## config.mk

```make
export PLATFORM = sky130hd
export DESIGN_NAME = count_compare_irq
export DESIGN_NICKNAME = d
export VERILOG_FILES = /design/src/rtl/cci_pkg.sv /design/src/rtl/cmp_channel.sv /design/src/rtl/count_compare_irq.sv
export SDC_FILE = /design/constraint.sdc
export NUM_CORES = 1
export LEC_CHECK = 0
export ABC_AREA = 1
export CORE_MARGIN = 4
export CORE_UTILIZATION = 50
export DETAILED_ROUTE_END_ITERATION = 12
export DONT_BUFFER_PORTS = 1
export SLEW_MARGIN = 5
export SYNTH_ARGS = -nofsm -noshare
export SYNTH_HDL_FRONTEND = slang
export SYNTH_SLANG_ARGS = --single-unit
```

## constraint.sdc

```tcl
create_clock -name wb_clk_i -period 1.8 [get_ports wb_clk_i]
set_clock_uncertainty 0.2 [all_clocks]
set_input_delay 0.09 -clock wb_clk_i [delete_from_list [all_inputs] [get_ports wb_clk_i]]
set_output_delay 0.09 -clock wb_clk_i [all_outputs]
set_load 0.02 [all_outputs]
```

## src/rtl/cci_pkg.sv

```systemverilog
// rtl/cci_pkg.sv - register offsets, CTRL/STAT bit positions and IRQ order for count_compare_irq.
package cci_pkg;

  // Word index within the 32-byte window (addr[4:2]).
  localparam logic [2:0] REG_CMP0 = 3'd0;
  localparam logic [2:0] REG_CMP1 = 3'd1;
  localparam logic [2:0] REG_CTRL = 3'd2;
  localparam logic [2:0] REG_STAT = 3'd3;
  localparam logic [2:0] REG_SNAP = 3'd4;

  localparam int CTRL_EN0     = 0;
  localparam int CTRL_EN1     = 1;
  localparam int CTRL_IE0     = 4;
  localparam int CTRL_IE1     = 5;
  localparam int CTRL_IE_WRAP = 6;
  localparam logic [6:0] CTRL_MASK = 7'h73;

  localparam int STAT_HIT0 = 0;
  localparam int STAT_HIT1 = 1;
  localparam int STAT_WRAP = 2;

  localparam int IRQ_CMP0 = 0;
  localparam int IRQ_CMP1 = 1;
  localparam int IRQ_WRAP = 2;

  function automatic logic [31:0] byte_mask(input logic [3:0] sel);
    logic [31:0] m;
    for (int b = 0; b < 4; b++) m[8*b +: 8] = {8{sel[b]}};
    return m;
  endfunction

endpackage

```

## src/rtl/cmp_channel.sv

```systemverilog
// rtl/cmp_channel.sv - one compare channel: CMP register, entry-edge compare, sticky hit, match pulse.
module cmp_channel
  import cci_pkg::*;
#(
  parameter int BITS = 30
) (
  input  logic            clk_i,
  input  logic            rst_i,
  input  logic [BITS-1:0] count_i,
  input  logic [BITS-1:0] count_q_i,
  input  logic            en_i,
  input  logic            wr_i,
  input  logic [BITS-1:0] wdata_i,
  input  logic [BITS-1:0] wmask_i,
  input  logic            clr_i,
  output logic [BITS-1:0] cmp_o,
  output logic            hit_o,
  output logic            match_o
);

  logic [BITS-1:0] cmp_q, cmp_d;
  logic            hit_q, hit_d;
  logic            match_q;
  logic            evt;

  // Fires only when the count enters the compare value, so a held count hits once.
  always_comb begin
    evt   = en_i & (count_i == cmp_q) & (count_q_i != cmp_q);
    cmp_d = wr_i ? ((cmp_q & ~wmask_i) | (wdata_i & wmask_i)) : cmp_q;
    hit_d = evt | (hit_q & ~clr_i);
  end

  always_ff @(posedge clk_i) begin
    if (rst_i) begin
      cmp_q   <= '0;
      hit_q   <= 1'b0;
      match_q <= 1'b0;
    end else begin
      cmp_q   <= cmp_d;
      hit_q   <= hit_d;
      match_q <= evt;
    end
  end

  assign cmp_o   = cmp_q;
  assign hit_o   = hit_q;
  assign match_o = match_q;

endmodule

```

## src/rtl/count_compare_irq.sv

```systemverilog
// rtl/count_compare_irq.sv - Wishbone-mapped dual compare and wrap detector on a live counter.
module count_compare_irq
  import cci_pkg::*;
#(
  parameter int          BITS      = 30,
  parameter logic [31:0] BASE_ADDR = 32'h3000_0100
) (
  input  logic            wb_clk_i,
  input  logic            wb_rst_i,
  input  logic            wbs_stb_i,
  input  logic            wbs_cyc_i,
  input  logic            wbs_we_i,
  input  logic [3:0]      wbs_sel_i,
  input  logic [31:0]     wbs_dat_i,
  input  logic [31:0]     wbs_adr_i,
  output logic            wbs_ack_o,
  output logic [31:0]     wbs_dat_o,
  input  logic [BITS-1:0] count_i,
  output logic [1:0]      match_o,
  output logic [2:0]      user_irq
);

  logic            req, sel;
  logic            ack_q, done_q;
  logic [31:0]     dat_q, rdata;
  logic            req_we_q;
  logic [2:0]      req_off_q;
  logic [31:0]     req_dat_q, req_msk_q;
  logic [BITS-1:0] count_q, cmp0, cmp1;
  logic [6:0]      ctrl_q, ctrl_d;
  logic            wrap_q, wrap_d, wrap_evt;
  logic [2:0]      irq_q, stat, w1c;
  logic            hit0, hit1, match0, match1;
  logic            wr, wr_cmp0, wr_cmp1, wr_ctrl, wr_stat;

  // done_q holds off a second ack until the master drops stb, so a held strobe acks once.
  assign req = wbs_cyc_i & wbs_stb_i;
  assign sel = req & (wbs_adr_i[31:5] == BASE_ADDR[31:5]) & ~ack_q & ~done_q;

  assign stat = {wrap_q, hit1, hit0};

  always_comb begin
    rdata = 32'h0;
    case (wbs_adr_i[4:2])
      REG_CMP0: rdata = 32'(cmp0);
      REG_CMP1: rdata = 32'(cmp1);
      REG_CTRL: rdata = {25'h0, ctrl_q};
      REG_STAT: rdata = {29'h0, stat};
      REG_SNAP: rdata = 32'(count_q);
      default:  rdata = 32'h0;
    endcase
  end

  // Writes use the request latched at sel and commit on the ack cycle.
  always_comb begin
    wr       = ack_q & req_we_q;
    wr_cmp0  = wr & (req_off_q == REG_CMP0);
    wr_cmp1  = wr & (req_off_q == REG_CMP1);
    wr_ctrl  = wr & (req_off_q == REG_CTRL);
    wr_stat  = wr & (req_off_q == REG_STAT);
    w1c      = wr_stat ? (req_dat_q[2:0] & req_msk_q[2:0]) : 3'b000;
    ctrl_d   = wr_ctrl ? (((ctrl_q & ~req_msk_q[6:0]) | (req_dat_q[6:0] & req_msk_q[6:0])) & CTRL_MASK)
                       : ctrl_q;
    wrap_evt = (count_i < count_q);
    wrap_d   = wrap_evt | (wrap_q & ~w1c[STAT_WRAP]);
  end

  always_ff @(posedge wb_clk_i) begin
    if (wb_rst_i) begin
      ack_q     <= 1'b0;
      done_q    <= 1'b0;
      dat_q     <= 32'h0;
      req_we_q  <= 1'b0;
      req_off_q <= 3'h0;
      req_dat_q <= 32'h0;
      req_msk_q <= 32'h0;
      count_q   <= '0;
      ctrl_q    <= 7'h0;
      wrap_q    <= 1'b0;
      irq_q     <= 3'b000;
    end else begin
      ack_q   <= sel;
      dat_q   <= sel ? rdata : 32'h0;
      done_q  <= sel | (done_q & req);
      if (sel) begin
        req_we_q  <= wbs_we_i;
        req_off_q <= wbs_adr_i[4:2];
        req_dat_q <= wbs_dat_i;
        req_msk_q <= byte_mask(wbs_sel_i);
      end
      count_q <= count_i;
      ctrl_q  <= ctrl_d;
      wrap_q  <= wrap_d;
      irq_q   <= stat & {ctrl_q[CTRL_IE_WRAP], ctrl_q[CTRL_IE1], ctrl_q[CTRL_IE0]};
    end
  end

  cmp_channel #(.BITS(BITS)) u_ch0 (
    .clk_i     (wb_clk_i),
    .rst_i     (wb_rst_i),
    .count_i   (count_i),
    .count_q_i (count_q),
    .en_i      (ctrl_q[CTRL_EN0]),
    .wr_i      (wr_cmp0),
    .wdata_i   (req_dat_q[BITS-1:0]),
    .wmask_i   (req_msk_q[BITS-1:0]),
    .clr_i     (w1c[STAT_HIT0]),
    .cmp_o     (cmp0),
    .hit_o     (hit0),
    .match_o   (match0)
  );

  cmp_channel #(.BITS(BITS)) u_ch1 (
    .clk_i     (wb_clk_i),
    .rst_i     (wb_rst_i),
    .count_i   (count_i),
    .count_q_i (count_q),
    .en_i      (ctrl_q[CTRL_EN1]),
    .wr_i      (wr_cmp1),
    .wdata_i   (req_dat_q[BITS-1:0]),
    .wmask_i   (req_msk_q[BITS-1:0]),
    .clr_i     (w1c[STAT_HIT1]),
    .cmp_o     (cmp1),
    .hit_o     (hit1),
    .match_o   (match1)
  );

  logic unused_bits;
  assign unused_bits = ^{wbs_adr_i[1:0], req_dat_q[31:BITS], req_msk_q[31:BITS]};

  assign wbs_ack_o = ack_q;
  assign wbs_dat_o = dat_q;
  assign match_o   = {match1, match0};
  assign user_irq  = irq_q;

endmodule

```

== Yosys cells after proc, flatten, opt, wreduce, memory -nomap -nowiden ==
Index checks and enable logic that the tools add are counted.

* Register bits: 196
* Bits of input ports: 103
* Output and inout bits: 38
* Logic and storage cells: 74

* Order comparisons: 1
* Equality and inequality tests: 12
* Mux-type cells: 2
* Bitwise operators: 39
* Reduce and logical (&&, ||, !) cells: 3

{| class="wikitable"
|+ Operators by type and width
! operator !! count
|-
| 30-bit one-hot mux with 5 select lines || 1
|-
| 30-bit bitwise AND || 3
|-
| 30-bit equality test || 2
|-
| 30-bit != test || 2
|-
| 30-bit OR || 2
|-
| 30-bit < comparator || 1
|-
| 30-bit NOT || 1
|-
| 27-bit by 25-bit equality test with 1-bit output (second input constant) || 1
|-
| 1-bit bitwise AND || 17
|-
| 7-bit bitwise AND || 2
|-
| 3-bit by 2-bit equality test with 1-bit output (second input constant) || 4
|-
| 7-bit NOT || 1
|-
| 7-bit OR || 1
|-
| 3-bit bitwise AND || 2
|-
| 3-bit by 1-bit equality test with 1-bit output (second input constant) || 2
|-
| 3-bit zero test || 2
|-
| 1-bit NOT || 6
|-
| 1-bit OR || 4
|-
| 3-bit equality test (second input constant) || 1
|-
| 3-bit 2-to-1 mux || 1
|-
| 2-bit OR reduction || 1
|}

== Depth between registers and ports, before layout ==
Gate-level depths: netlist (run 1).

* Word-level depth: 6
* Depth in mapped cells: 11
* Gate-level depth less buffers: 11

== Hierarchy ==
Synthesis (run 1) repeated with hierarchy kept, for this count alone.

* Cell total of the unflattened synthesis: 1392
* Area, all modules: 9123.8 um^2

{| class="wikitable"
|+ Modules (own cells, without submodules)
! module !! times used !! cells an instance !! area an instance (um^2) !! sequential area each (um^2)
|-
| count_compare_irq || 1 || 646 || 4832.1 || 2182.1
|-
| cmp_channel || 2 || 373 || 2145.8 || 640.6
|}

== Worst setup path before layout (run 1) ==
No wires, ideal clock.

* Kind: register -> register
* Start point: register ack_q, in the netlist wbs_ack_o
* End point: register with a tool-made name
* Library setup time: 128 ps
* Arrival: 1295 ps
* Data required time: 1472 ps
* Setup slack: 178 ps
* Stages on the path, launching flop included: 7
* Buffers on the path: 1
* Period minus slack after synthesis: 1622 ps
* Cells stage by stage: dfxtp_1 -> nand2_1 -> nor2_4 -> nand3_1 -> clkbuf_1 -> o21ai_0 -> a21oi_1

{| class="wikitable"
|+ RTL lines
! item !! line !! text
|-
| from (decl) || count_compare_irq.sv:24 || <nowiki>logic ack_q, done_q;</nowiki>
|-
| from (signal assigned) || count_compare_irq.sv:82 || <nowiki>ack_q <= sel;</nowiki>
|}

== Worst setup path in the final report (run 1) ==
* Start point: register ack_q, in the netlist wbs_ack_o
* End point: register ack_q, in the netlist wbs_ack_o

* Longest elaborated chain between the ends: 3

{| class="wikitable"
|+ RTL lines
! item !! line !! text
|-
| 1-bit NOT || count_compare_irq.sv:38 || <nowiki>assign sel = req & (wbs_adr_i[31:5] == BASE_ADDR[31:5]) & ~ack_q & ~done_q;</nowiki>
|-
| 1-bit bitwise AND (2 in a row) || count_compare_irq.sv:38 ||
|}

Every way passes these cells.
A chain may end at the register's enable or synchronous reset.

==> results.toml, run 1 <==
[timing]
period_share_pct = 97.6
finalHoldViolations = 0
setup_viol = 0
period_needed_ns = 1.76
drv_slew = 0
relSlewSlack_pct = 66.5
setup_slack_ns = 0.0432
worst_pin_slew_ns = 0.502
max_freq_ghz = 0.569
hold_ws_ns = 0.0146
rsz0062_at_grt = "yes"

[synthesis]
synth_top_area_share_pct = 40.9
avgSynthCellArea_um2 = 6.94
synth_area_um2 = 8470
synth_edf_count = 0
ys_ff_latch = 173
async_reset_ff_share_pct = 0
yosysTopAreaCell = "dfxtp_1"
ys.flop_type = "dfxtp_1"
yosysMostFrequentCell = "nor2_1"
synth_cells = 1221
synth_area_leaders = "dfxtp_1 41%, nor2_1 9.9%, nand2_1 9.3%, o21ai_0 8.3%, inv_1 6.7%"
synth_commonest_cells = "224 x nor2_1, 211 x nand2_1, 173 x dfxtp_1"
ys.warnings.count = 0
yosysUniqueCellTypes = 27
yosysSeqAreaShare_pct = 40.9

[clock_tree]
root_buffer = "clkbuf_16"
htree_levels = 4
numClockSinks = 173
cts_made_buffers = 17
clk_pin_slew_ns = 0.07
cts_tree = "built"
clock_path_buffers = 2
insertion_delay_ns = 0.44

[drt]
ant_nets = 0
firstDrtPassIters = 6
routedWlPerCell_um = 18.2
viasPerCell = 5.36
drt-total-wl_um = 28300
drtIter0Drc = 919
drc = 0
vias = 8365

[global_routing]
grt_pass1_wl_um = 43700
gr-usage-all-layers_pct = 28.8
grt_max_degree = 61
grt_antenna_before_repair = 0
grt_pass1_vias = 7813
grt_overflow = 0

[final_layout]
syn2layout_area_growth_pct = 23.0
n_antenna_cell = 0
drive_gt1_share_pct = 9.02
final_nets = 1460

[placement]
pre_cts_slack_ns = -0.0259
port_buffers = 0
gp_congestion = 0.951
dp_hpwl_um = 20600

[setup_path]
worstPathMaxFanout = 3
cp-start-kind = "flop"
cp_cell_sequence = "nor3_2 -> nand3_1 -> nor2_4 -> inv_2 -> nor2_4 -> dlygate4sd3_1"
path_delay_family = "buffers and inverters"
end_kind = "flop"
path_class = "flop to flop"
worst_path_largest_cell_delay_ns = 0.56
crit_path_top_delay_cell = "dlygate4sd3_1"
required_ns = 1.97
worstPathArrival_ns = 1.93
worst-path-buf-inv = 2
path_common_cell = "nor2_4"

[die]
io_pins = 141
coreArea_um2 = 16600
dieArea_um2 = 19100
rows = 47
initial_core_util_pct = 51.1
die_w_um = 138
die_h_um = 138

[job]
max-cap-violations = 0

[min_path]
hold_class = "input pin to flop"

[pwr]
p_leak_nw = 4.39
vdd_drop_max_v = 0.000704
power_density_nw_per_um2 = 803

[run_status]
status = "completed"
-- metrics by stage --
step / utilization [%] / setup TNS, ns / cells / instance area, µm² / power [mW]
floorplan: - / 0 / 1222 / 8480 / 4.40
global placement: 53.5 / -0.0178 / 1444 / 8870 / 4.57
detailed placement: 53.5 / -0.0259 / 1444 / 8870 / 4.58
CTS: 62.2 / 0 / 1560 / 10300 / 8.37
global route: 62.9 / -0.0587 / 1561 / 10400 / 8.68
finish: 62.9 / 0 / 1561 / 10400 / 8.38
-- power by group --
group	leakage (nW)	switching (mW)	total [mW]	internal, mW
sequential	1.41	0.0336	3.90	3.87
clock	0.278	1.70	3.66	1.96
combinational	2.70	0.446	0.812	0.366
-- path summary, 6_finish.rpt --
| kind | startpoint | to | slack (ns) | depth (start not counted) |
|---|---|---|---|---|
| setup / recovery | wbs_ack_o | wbs_ack_o | 0.04 | 6 |
| hold / removal | count_i[2] | u_ch0.hit_o | 0.01 | 9 |
| setup reg to reg | wbs_ack_o | wbs_ack_o | 0.04 | 6 |
| hold reg to reg | u_ch0.hit_o | u_ch0.hit_o | 0.27 | 2 |
-- area by class of cell --
type | instances | area [µm²]
clock inverter | 14 | 145
timing repair buffer | 133 | 1250
tap | 220 | 275
multi-input combinational | 851 | 4270
sequential | 173 | 3490
clock buffer | 18 | 429
fill | 1596 | 6160
inverter | 152 | 573
-- cells by family after synthesis --
logic type               after synthesis  share of synthesized area, %
XOR/XNOR                              36                          3.72
flip-flops                           173                          40.9
AO/OA/AOI/OAI                        292                          18.1
other                                  1                        0.0443
AND/OR/NAND/NOR                      492                          23.2
buffers and inverters                198                          9.76
adder cells (fa/ha/maj)               29                          4.28
-- timing repair --
action,4_1_cts,5_1_grt
gates resized for setup,2,39
buffers inserted,0,1
endpoints found under the setup margin,1,65
pin swaps,0,7
hold buffers,84,0
endpoints found under the hold margin,139,0
-- worst register-to-register path: stages, from the launching register on --
cell and delay [ns]:
dfxtp_2 0.34, nor3_2 0.17, nand3_1 0.13, nor2_4 0.14, inv_2 0.06, nor2_4 0.10, dlygate4sd3_1 0.56
-- layout by cell type, fill, tap and decap left out, types with 20 or more instances in the layout --
master / instances
inv_1: 149
dlygate4sd3_1: 83
dfxtp_1: 153
a21oi_1: 104
dfxtp_2: 20
nand2_1: 210
nand3_1: 25
xor2_1: 28
ha_1: 25
o22ai_1: 36
nor2_1: 220
o21ai_0: 137
buf_4: 46
-- layer usage --
metal / vias up / routed length [µm] / GRT usage, %
li1: 4158 / - / -
met1: 3799 / 12700 / 40.5
met2: 364 / 12800 / 45.7
met3: 44 / 2240 / 5.87
met4: 0 / 544 / 7.28
met5: - / 0 / 0
Power figures use the tool's default switching activity.
==> run 2, diff against run 1 <==
ABC_AREA = default   (was 1)
==> results.toml, run 2 <==
[timing]
period_needed_ns = 1.84
setup_slack_ns = -0.0355
hold_ws_ns = -0.463
setup_viol = 1
rsz0062_at_grt = "yes"
period_share_pct = 102
worst_pin_slew_ns = 0.769
drv_slew = 0
max_freq_ghz = 0.545
finalHoldViolations = 140
relSlewSlack_pct = 48.7

[final_layout]
multiInputGateArea_um2 = 4990
final_nets = 1226
n_antenna_cell = 0
syn2layout_area_growth_pct = 32.0
n_fill_cell = 1339
drive_gt1_share_pct = 20.6
final_common_cell = "dfxtp_1"
ff_latch_area_um2 = 3480
mostFrequentLayoutCells = "156 x dfxtp_1, 111 x nor2_1, 95 x xor2_1"
fin_cells = 1326

[clock_tree]
cts_tree = "built"
clk_pin_slew_ns = 0.07
cts_made_buffers = 17
insertion_delay_ns = 0.44
root_buffer = "clkbuf_16"
numClockSinks = 173
htree_levels = 4
clock_path_buffers = 2

[setup_path]
worstPathArrival_ns = 1.99
worstPathMaxFanout = 3
cp-endpoint = "wrap_q"
reg2reg_slack_ns = -0.04
path_class = "flop to flop"
r2r_cells = 7
critPathLaunch = "count_q[28]"
worst_path_largest_cell_delay_ns = 0.35
cp_cell_sequence = "inv_2 -> ha_4 -> nand4_1 -> nor3_2 -> a2111oi_2 -> o21ai_1 -> a221oi_2"
cp-start-kind = "flop"
crit_path_top_delay_cell = "dfxtp_2"
required_ns = 1.96
worstReg2RegStart = "count_q[28]"
end_kind = "flop"
r2r-end = "wrap_q"

[synthesis]
avgSynthCellArea_um2 = 8.72
synth_cells = 964
ys.flop_type = "dfxtp_1"
async_reset_ff_share_pct = 0
yosysUniqueCellTypes = 43
yosysSeqAreaShare_pct = 41.2
synth_edf_count = 0
synth_area_um2 = 8400
synth_area_leaders = "dfxtp_1 41%, xor2_1 9.9%, mux2i_1 8.8%, a21oi_1 5.5%, nor2_1 5.0%"
yosysTopAreaCell = "dfxtp_1"
synth_top_area_share_pct = 41.2
yosysMostFrequentCell = "dfxtp_1"
ys.warnings.count = 0
ys_ff_latch = 173
synth_commonest_cells = "173 x dfxtp_1, 112 x nor2_1, 95 x xor2_1"

[placement]
port_buffers = 0
gp_congestion = 1.02
pre_cts_slack_ns = -0.214
dp_hpwl_um = 19000
dp_cells = 1227

[global_routing]
grt_antenna_before_repair = 0
grt_pass1_wl_um = 40400
grt_max_degree = 145
grt_overflow = 0
grt_pass1_vias = 7058
gr-usage-all-layers_pct = 28.4

[die]
rows = 47
die_h_um = 138
dieArea_um2 = 18900
initial_core_util_pct = 50.9
io_pins = 141
coreArea_um2 = 16500
die_w_um = 138

[drt]
viasPerCell = 5.64
routedWlPerCell_um = 21.0
drtIter0Drc = 921
ant_nets = 0
drc = 0
drt-total-wl_um = 27800
firstDrtPassIters = 6
vias = 7481

[pwr]
vdd_drop_max_v = 0.000746
p_leak_nw = 4.59
power_density_nw_per_um2 = 788

[run_status]
status = "finished, violations left"
failed_checks = "hold timing, setup timing"

[job]
max-cap-violations = 0

[min_path]
hold_class = "input pin to flop"
[run 2: cell count changes after synthesis, sizes merged, moves of 28 or more]
cell	before	now
o21ai	142	12
nor2b	0	32
nand2	211	82
nor4	0	28
xor2	28	95
nand3	26	65
nor2	228	113
inv	152	33
mux2i	0	74
o22ai	36	0
[run 2: timing repair]
| item | in CTS | in global routing |
|---|---|---|
| hold endpoints to repair | 173 | 140 |
| hold buffers | 49 | 3 |
| pin swaps | 10 | 16 |
| setup buffers | 2 | 8 |
| gates resized for setup | 27 | 75 |
| setup endpoints to repair | 100 | 128 |
| cloned | 2 | 5 |
[run 2: layout make-up]
cell class / count / share of cell area, %
multi-input combinational: 709 / 45.0
sequential: 173 / 31.4
timing repair buffer: 160 / 14.2
clock buffer: 22 / 4.18
tap: 220 / 2.48
clock inverter: 9 / 1.65
inverter: 33 / 1.12
[run 2: critical path, delay by kind of cell (launching register included)]
family	cells	cell delay, ns
adders and majority gates	1	0.22
and+or+nand+nor	2	0.22
buffers and inverters	1	0.05
DFF	1	0.35
AOI/OAI and AO/OA	3	0.72
[run 2: worst min-delay path by stage]
stage | end | slack, ns | start | depth (start not counted)
final | req_off_q[2] | -0.46 | wb_rst_i | 1
after global placement | req_off_q[2] | -0.03 | wb_rst_i | 1
after detailed placement | flop | -0.02 | wb_rst_i | 1
after global routing | done_q | -0.47 | wb_rst_i | 1
after CTS | flop | -0.47 | wb_rst_i | 1
after floorplan | count_q[21] | 0.02 | count_i[21] | 1
[run 2: through the flow]
stage | cell area, µm² | util [%] | power, mW | TNS (ns)
floorplan | 8420 | - | 4.37 | -0.000827
global placement | 9220 | 55.8 | 4.49 | -3.78
detailed placement | 9220 | 55.8 | 4.49 | -4.17
CTS | 10600 | 63.9 | 8.70 | -0.157
global route | 11100 | 67.1 | 8.96 | -0.362
finish | 11100 | 67.1 | 8.74 | -0.0355
[run 2: cells by family (layout without fill, tap and decap cells)]
group / count (synthesis) / after routing / share of synthesized area [%]
adder cells (fa/ha/maj): 29 / 29 / 4.32
other: 1 / 2 / 0.0446
multiplexers: 76 / 76 / 9.22
AO/OA/AOI/OAI: 120 / 120 / 7.65
flip-flops: 173 / 173 / 41.2
AND/OR/NAND/NOR: 362 / 362 / 20.7
XOR/XNOR: 120 / 120 / 12.5
buffers and inverters: 83 / 224 / 4.33
[run 2: power breakdown]
| group | leakage [nW] | internal, mW | total, mW | switching, mW |
|---|---|---|---|---|
| Combinational | 2.87 | 0.381 | 0.749 | 0.368 |
| Sequential | 1.41 | 3.87 | 3.89 | 0.0247 |
| Clock | 0.307 | 2.54 | 4.10 | 1.56 |
| Total | 4.59 | 6.79 | 8.74 | 1.95 |
[run 2: metal layers]
layer / track usage [%] / part of all wire [%] / up-vias
met5: 0 / 0 / -
met4: 11.7 / 3.5 / 0
met3: 5.15 / 8.6 / 53
met2: 40.6 / 43 / 379
li1: - / - / 3538
met1: 41.8 / 45 / 3511
